==> config.mk <==
export PLATFORM = sky130hd
export DESIGN_NAME = rupt_priority
export DESIGN_NICKNAME = d
export VERILOG_FILES = /design/src/rtl/rupt_priority.sv
export SDC_FILE = /design/constraint.sdc
export NUM_CORES = 1
export LEC_CHECK = 0
export CORE_MARGIN = 2
export CORE_UTILIZATION = 38
export DETAILED_ROUTE_END_ITERATION = 7
export HOLD_SLACK_MARGIN = 0.02
export PLACE_DENSITY = 0.91
export SYNTH_ARGS = -nofsm -noshare
export SYNTH_HDL_FRONTEND = slang
export SYNTH_SLANG_ARGS = --single-unit
==> constraint.sdc <==
create_clock -name clock -period 5.3 [get_ports clock]
set_clock_uncertainty 0.2 [all_clocks]
set_input_delay 0.53 -clock clock [delete_from_list [all_inputs] [get_ports clock]]
set_output_delay 0.53 -clock clock [all_outputs]
set_load 0.005 [all_outputs]
==> src/rtl/rupt_priority.sv <==
// ---------------------------------------------------------------------------
// rupt_priority
//
// Latches level interrupt requests and presents the highest-priority pending
// source to the sequencer. Bit 0 of the request vector has the highest
// priority.
//
// Each pending bit is set on any edge where its request is high. It stays
// set until the sequencer accepts that source with krpt. An accepted krpt
// also sets the interrupt-in-progress flag (iip). RESUME (rsm) clears iip.
// INHINT/RELINT pulses set and clear the inhibit flag.
//
// Ports
//   clock      in   system clock; all state changes on its rising edge
//   rst_n      in   synchronous active-low reset
//   rupt_req   in   [9:0] level requests: T6,T5,T3,T4,KEY1,KEY2,UP,DOWN,
//                   RADAR,HND in bit order 0..9
//   inhpls     in   INHINT pulse; sets inhint
//   relpls     in   RELINT pulse; clears inhint (inhpls wins if both occur)
//   mnhrpt     in   monitor inhibit; gates ruptor_n only
//   krpt       in   sequencer is taking the selected interrupt
//   rsm        in   RESUME executed; clears iip
//   ruptor_n   out  low when an interrupt is eligible for service
//   rupt_num   out  [3:0] selected source 1..10, 0 when nothing is pending
//   rupt_addr  out  [11:0] vector address 12'o4000 + 4*rupt_num
//   pend       out  [9:0] pending latches
//   iip        out  interrupt in progress
//   inhint     out  interrupt inhibit flag
//
// Build option
//   HNDRUPT_EN  when defined, rupt_req[9] (HNDRUPT) latches like the other
//               sources. When undefined, pend[9] stays 0 and rupt_req[9]
//               is ignored; the port list is identical in both builds.
// ---------------------------------------------------------------------------
module rupt_priority (
    input  logic        clock,
    input  logic        rst_n,
    input  logic [9:0]  rupt_req,
    input  logic        inhpls,
    input  logic        relpls,
    input  logic        mnhrpt,
    input  logic        krpt,
    input  logic        rsm,
    output logic        ruptor_n,
    output logic [3:0]  rupt_num,
    output logic [11:0] rupt_addr,
    output logic [9:0]  pend,
    output logic        iip,
    output logic        inhint
);

    localparam logic [11:0] VEC_BASE = 12'o4000;

    logic [9:0] req_eff;
    logic [9:0] clr_mask;
    logic       take;
    logic       any_pend;

`ifdef HNDRUPT_EN
    assign req_eff = rupt_req;
`else
    // HNDRUPT is absent in this build: its request line is kept on the port
    // for drop-in compatibility but never reaches the pending latch.
    logic unused_hnd_req;
    assign unused_hnd_req = rupt_req[9];
    assign req_eff        = {1'b0, rupt_req[8:0]};
`endif

    // Priority select: lowest-numbered pending bit wins.
    always_comb begin
        logic found;
        rupt_num = '0;
        found    = 1'b0;
        for (int unsigned i = 0; i < 10; i++) begin
            if (pend[i] && !found) begin
                rupt_num = 4'(i + 1);
                found    = 1'b1;
            end
        end
    end

    assign any_pend  = |pend;
    assign ruptor_n  = ~(any_pend & ~inhint & ~iip & ~mnhrpt);
    assign rupt_addr = VEC_BASE + {6'b0, rupt_num, 2'b00};

    // krpt only counts while an interrupt is actually eligible.
    assign take = krpt & ~ruptor_n;

    always_comb begin
        clr_mask = '0;
        for (int unsigned i = 0; i < 10; i++) begin
            clr_mask[i] = take && (rupt_num == 4'(i + 1));
        end
    end

    // A request on the bit being cleared re-sets it in the same edge.
    always_ff @(posedge clock) begin
        if (!rst_n) begin
            pend   <= '0;
            iip    <= 1'b0;
            inhint <= 1'b1;
        end else begin
            pend   <= (pend & ~clr_mask) | req_eff;
            iip    <= take | (iip & ~rsm);
            inhint <= inhpls | (inhint & ~relpls);
        end
    end

endmodule

### Word level (Yosys, flattened, before mapping)

Cells that the tools add are included.

| operators by class | value |
|---|---|
| add/subtract/negate cells | 1 |
| eq/ne operators | 10 |
| muxes and demuxes | 19 |
| bitwise operators | 17 |
| reduce and logical (&&, ||, !) cells | 29 |

Operator list:

| kind | count |
|---|---|
| 4-bit two-way mux | 8 |
| 1-bit logical AND | 19 |
| 4-bit by 3-bit equality test with 1-bit output, second input constant | 4 |
| 12-bit by 6-bit adder with 12-bit output, first input constant | 1 |
| 4-bit equality test, second input constant | 3 |
| 10-bit AND | 1 |
| 1-bit two-way mux | 10 |
| 10-bit NOT | 1 |
| 10-bit by 9-bit OR with 10-bit output | 1 |
| 10-bit OR reduction | 1 |
| 1-bit zero test | 9 |
| 4-bit by 2-bit equality test with 1-bit output, second input constant | 2 |
| 1-bit AND | 6 |
| 1-bit NOT | 6 |
| 4-bit by 1-bit equality test with 1-bit output, second input constant | 1 |
| 2-bit two-way mux | 1 |
| 1-bit OR | 2 |

| word-level totals | value |
|---|---|
| register bits after elaboration | 12 |
| input bits | 17 |
| output and inout bits | 29 |

### Depth between registers and ports, before layout

| logic depth | value |
|---|---|
| depth in word-level cells | 33 |
| depth in mapped cells | 5 |
| depth with buffers taken out | 4 |

### Worst setup path before layout

OpenSTA, ideal clock, no wires.

| timing path | value |
|---|---|
| path type | register to output |
| from | register pend[8] |
| to | output port rupt_num[0] |
| data arrival time | 1.271 ns |
| required time | 4.570 ns |
| slack | 3.299 ns |
| cell stages (with the launch flop) | 6 |
| buffers on the path | 2 |
| cells stage by stage | dfxtp_1 -> nor2b_1 -> o211a_1 -> or3_1 -> clkbuf_1 -> buf_4 |

| between the ends | value |
|---|---|
| longest elaborated chain between the ends | 5 |
| elaborated cells between the ends (all ways) | 6 |
| those cells by class | 3 x mux; 3 x reduce/logical |

RTL lines:

| element | RTL line | source |
|---|---|---|
| start, declared | 47 | `output logic [9:0] pend,` |
| start signal, assigned | 103 | `pend <= (pend & ~clr_mask) \| req_eff;` |
| 1-bit logical AND (*) | 75 | `if (pend[i] && !found) begin` |
| 1-bit two-way mux | 75 |  |
| 1-bit zero test | 75 |  |
| 1-bit logical AND | 75 |  |
| 4-bit two-way mux (*) | 75 |  |
| end, declared | 45 | `output logic [3:0] rupt_num,` |

Mark *: on every way between the ends. The rest lies on a longest branch, timed or not.

### Worst setup path in the final report

| timing path | value |
|---|---|
| from | register pend[1] |
| to | output port ruptor_n |

| between the ends | value |
|---|---|
| longest elaborated chain between the ends | 5 |

RTL lines:

| element | RTL line | source |
|---|---|---|
| 10-bit OR reduction | 82 | `assign any_pend = \|pend;` |
| 1-bit AND (3 in series) | 83 | `assign ruptor_n = ~(any_pend & ~inhint & ~iip & ~mnhrpt);` |
| 1-bit NOT | 83 |  |
| end, declared | 44 | `output logic ruptor_n,` |

No other way between the ends.

==> results.py <==
metrics = {
    "outcome": {
        "outcome": "completed",
    },
    "clock_network": {
        "cts_tree": "done",
        "tritoncts.num_buffers": 3,
        "cts_hold_buffers": 0,
        "worstSkewPairLatency_ps": 280,
        "cts_setup_buffers": 0,
        "clkSinkCount": 12,
        "cts.clk_slew.worst_paths_ps": 70,
        "cts_resized": 0,
        "cts_htree_levels": 1,
        "cts_buffer_depth": 2,
        "root_buffer": "clkbuf_4",
    },
    "place": {
        "routabilityCongestion": 0.793,
        "place_inst": 143,
        "dp_hpwl_mm": 1.49,
        "io_buffers": 36,
    },
    "hold_path": {
        "hold_path_depth": 2,
        "worstHoldStart": "pend[9]",
        "hold_path.class": "register to register",
    },
    "routing": {
        "postRouteAntennaNets": 0,
        "drc": 0,
        "via_count": 759,
        "finalWirelength_mm": 1.88,
        "firstDrtPassIters": 4,
        "avgViaCountPerCell": 5.16,
        "wire_per_inst_um": 12.8,
        "drt_iter0_drc": 9,
    },
    "floorplanning": {
        "core_area_um2": 1750,
        "ioPinCount": 46,
        "initial_core_util": 0.404,
        "die_area_um2": 2220,
        "std_cell_rows": 15,
        "die_w_um": 47.1,
        "fp.dieH_um": 47.1,
    },
    "critical_path": {
        "worst-path-buf-inv": 1,
        "r2r_start": "inhint",
        "max_stage_delay_ps": 570,
        "cp_cell_sequence": "nor3_1, nand3_1, o41ai_1, clkdlybuf4s50_1",
        "arrival_ps": 2210,
        "path_class": "register to output port",
        "cp-start-kind": "register",
        "r2r_cells": 4,
        "crit_cells": 4,
        "critPathTopFamily": "simple AND/OR/NAND/NOR gates",
        "timing.critical_path.from": "pend[1]",
        "cp-end-kind": "output port",
        "cp_slowest_cell": "clkdlybuf4s50_1",
        "crit_required_ps": 4570,
        "crit_fanout": 6,
    },
    "timing": {
        "fin_setup_tns_ps": 0,
        "period_needed_ps": 2940,
        "hold_ws_ps": 290,
        "rsz0062_at_grt": "no",
        "fin_crit_sh": 0.554,
        "fmax_ghz": 0.341,
        "drv_slew": 0,
        "final-hold-violation-count": 0,
        "setup_viol": 0,
    },
    "logic_synthesis": {
        "yosys_most_used_dff": "dfxtp_1",
        "post-synth-top-area-fraction": 0.340,
        "synth_area_per_cell_um2": 7.75,
        "yosys_warnings": 0,
        "yosysSeqAreaShare": 0.340,
        "netlist_area_um2": 706,
        "netlist_top_cells_area": "dfxtp_1 34%, buf_4 13%, nor2_1 5.9%",
        "async_reset_ff_frac": 0,
        "synth_edf_count": 0,
        "synth_area_leader_cell": "dfxtp_1",
        "synthCells": 91,
        "synth.ff_latch_count": 12,
        "ys_types": 32,
    },
    "power": {
        "ir_drop_uv": 155,
        "power_density_nw_per_um2": 227,
        "p_leak_nw": 0.411,
    },
    "flow_run": {
        "maxCapViolations": 0,
    },
    "cells_and_area": {
        "antenna_cells": 0,
        "final_layout_size_suffix_gt1_frac": 0.0410,
        "fin_util": 0.604,
        "layout.nets": 140,
        "fillers": 172,
        "syn_to_final_growth_pct": 49.3,
        "fin_cells": 147,
    },
    "global_routing": {
        "grt_first_pass_wirelength_mm": 2.92,
        "grt_usage": 0.193,
        "antenna_found_initial": 0,
        "grt_max_degree": 14,
        "grt.overflow.total": 0,
        "grt_pass1_vias": 680,
    },
}
[per-stage QoR]
| step | setup slack, ps | area (um^2) | power, mW |
|---|---|---|---|
| after floorplan | 3300 | 728 | 0.136 |
| after global placement | 2760 | 1020 | 0.165 |
| after detailed placement | 2720 | 1020 | 0.168 |
| after CTS | 2400 | 1050 | 0.242 |
| after global routing | 2300 | 1050 | 0.253 |
| final | 2360 | 1050 | 0.240 |
[Yosys cell counts (all sizes together), types with 2 or more instances]
library cell	count
nor3	5
nor2	11
a21oi	8
dfxtp	12
conb	2
nor2b	4
nand2	3
clkbuf	2
o21a	2
a31oi	2
nand3b	2
o21ai	7
buf	13
nand3	2
[logic make-up (layout without fill, tap and decap cells)]
logic type / count (synthesis) / in the layout / share of synthesized area
other: 2 / 8 / 0.0106
buffers and inverters: 16 / 41 / 0.151
AO/OA/AOI/OAI: 26 / 26 / 0.231
flip-flops: 12 / 12 / 0.340
AND/OR/NAND/NOR: 35 / 35 / 0.268
[worst min-delay path, stage by stage (launching register included)]
cell and delay [ps]:
dfxtp_1 350, nand2_1 70, a21oi_1 40
[cells in the final DEF, fill, tap and decap left out]
master,netlist,layout
nand3_1,2,2
or2b_1,1,1
clkbuf_4,0,3
clkbuf_8,0,1
o211a_1,1,1
o21a_1,2,2
nor2b_1,4,4
or2_4,1,1
o31a_1,1,1
nand2_1,3,3
inv_1,1,1
nand2b_1,1,1
o21ai_1,1,1
o31ai_1,1,1
or3_1,1,1
dfxtp_1,12,12
nor4_1,1,1
nor3b_1,1,1
a21boi_0,1,1
nor2_1,11,11
nand3b_1,2,2
a311oi_1,1,1
a41oi_1,1,1
clkdlybuf4s50_1,0,36
conb_1,2,8
and3b_1,1,1
or4b_1,1,1
a21oi_1,8,8
o21ai_0,6,6
a31oi_1,2,2
o41ai_1,1,1
nor3_1,5,5
[layer usage]
layer | global-route usage | part of all wire
met1 | 0.224 | 0.39
met2 | 0.334 | 0.51
met3 | 0.0577 | 0.082
met4 | 0.0722 | 0.015
met5 | 0 | 0
[cell type report]
class / count / area, um^2 / share of cell area
multi-input combinational: 69 / 382 / 0.362
timing repair buffer: 36 / 360 / 0.342
clock buffer: 4 / 36.3 / 0.0344
tap: 25 / 31.3 / 0.0297
sequential: 12 / 240 / 0.228
inverter: 1 / 3.75 / 0.00356
[sequential cells by signal, indices dropped and copies added (netlist names)]
| signal | cells |
|---|---|
| pend | 10 |
| inhint | 1 |
| iip | 1 |
[final timing paths]
check,end,slack (ps)
min,pend[9],290
max reg2reg,pend[6],3380
max,ruptor_n,2360
min reg2reg,pend[9],290
[report_power, final]
| part | internal (mW) | switching, mW |
|---|---|---|
| clock | 0.0418 | 0.0316 |
| combinational | 0.0375 | 0.0248 |
| sequential | 0.0958 | 0.00803 |
(Power assumes the default switching activity.)
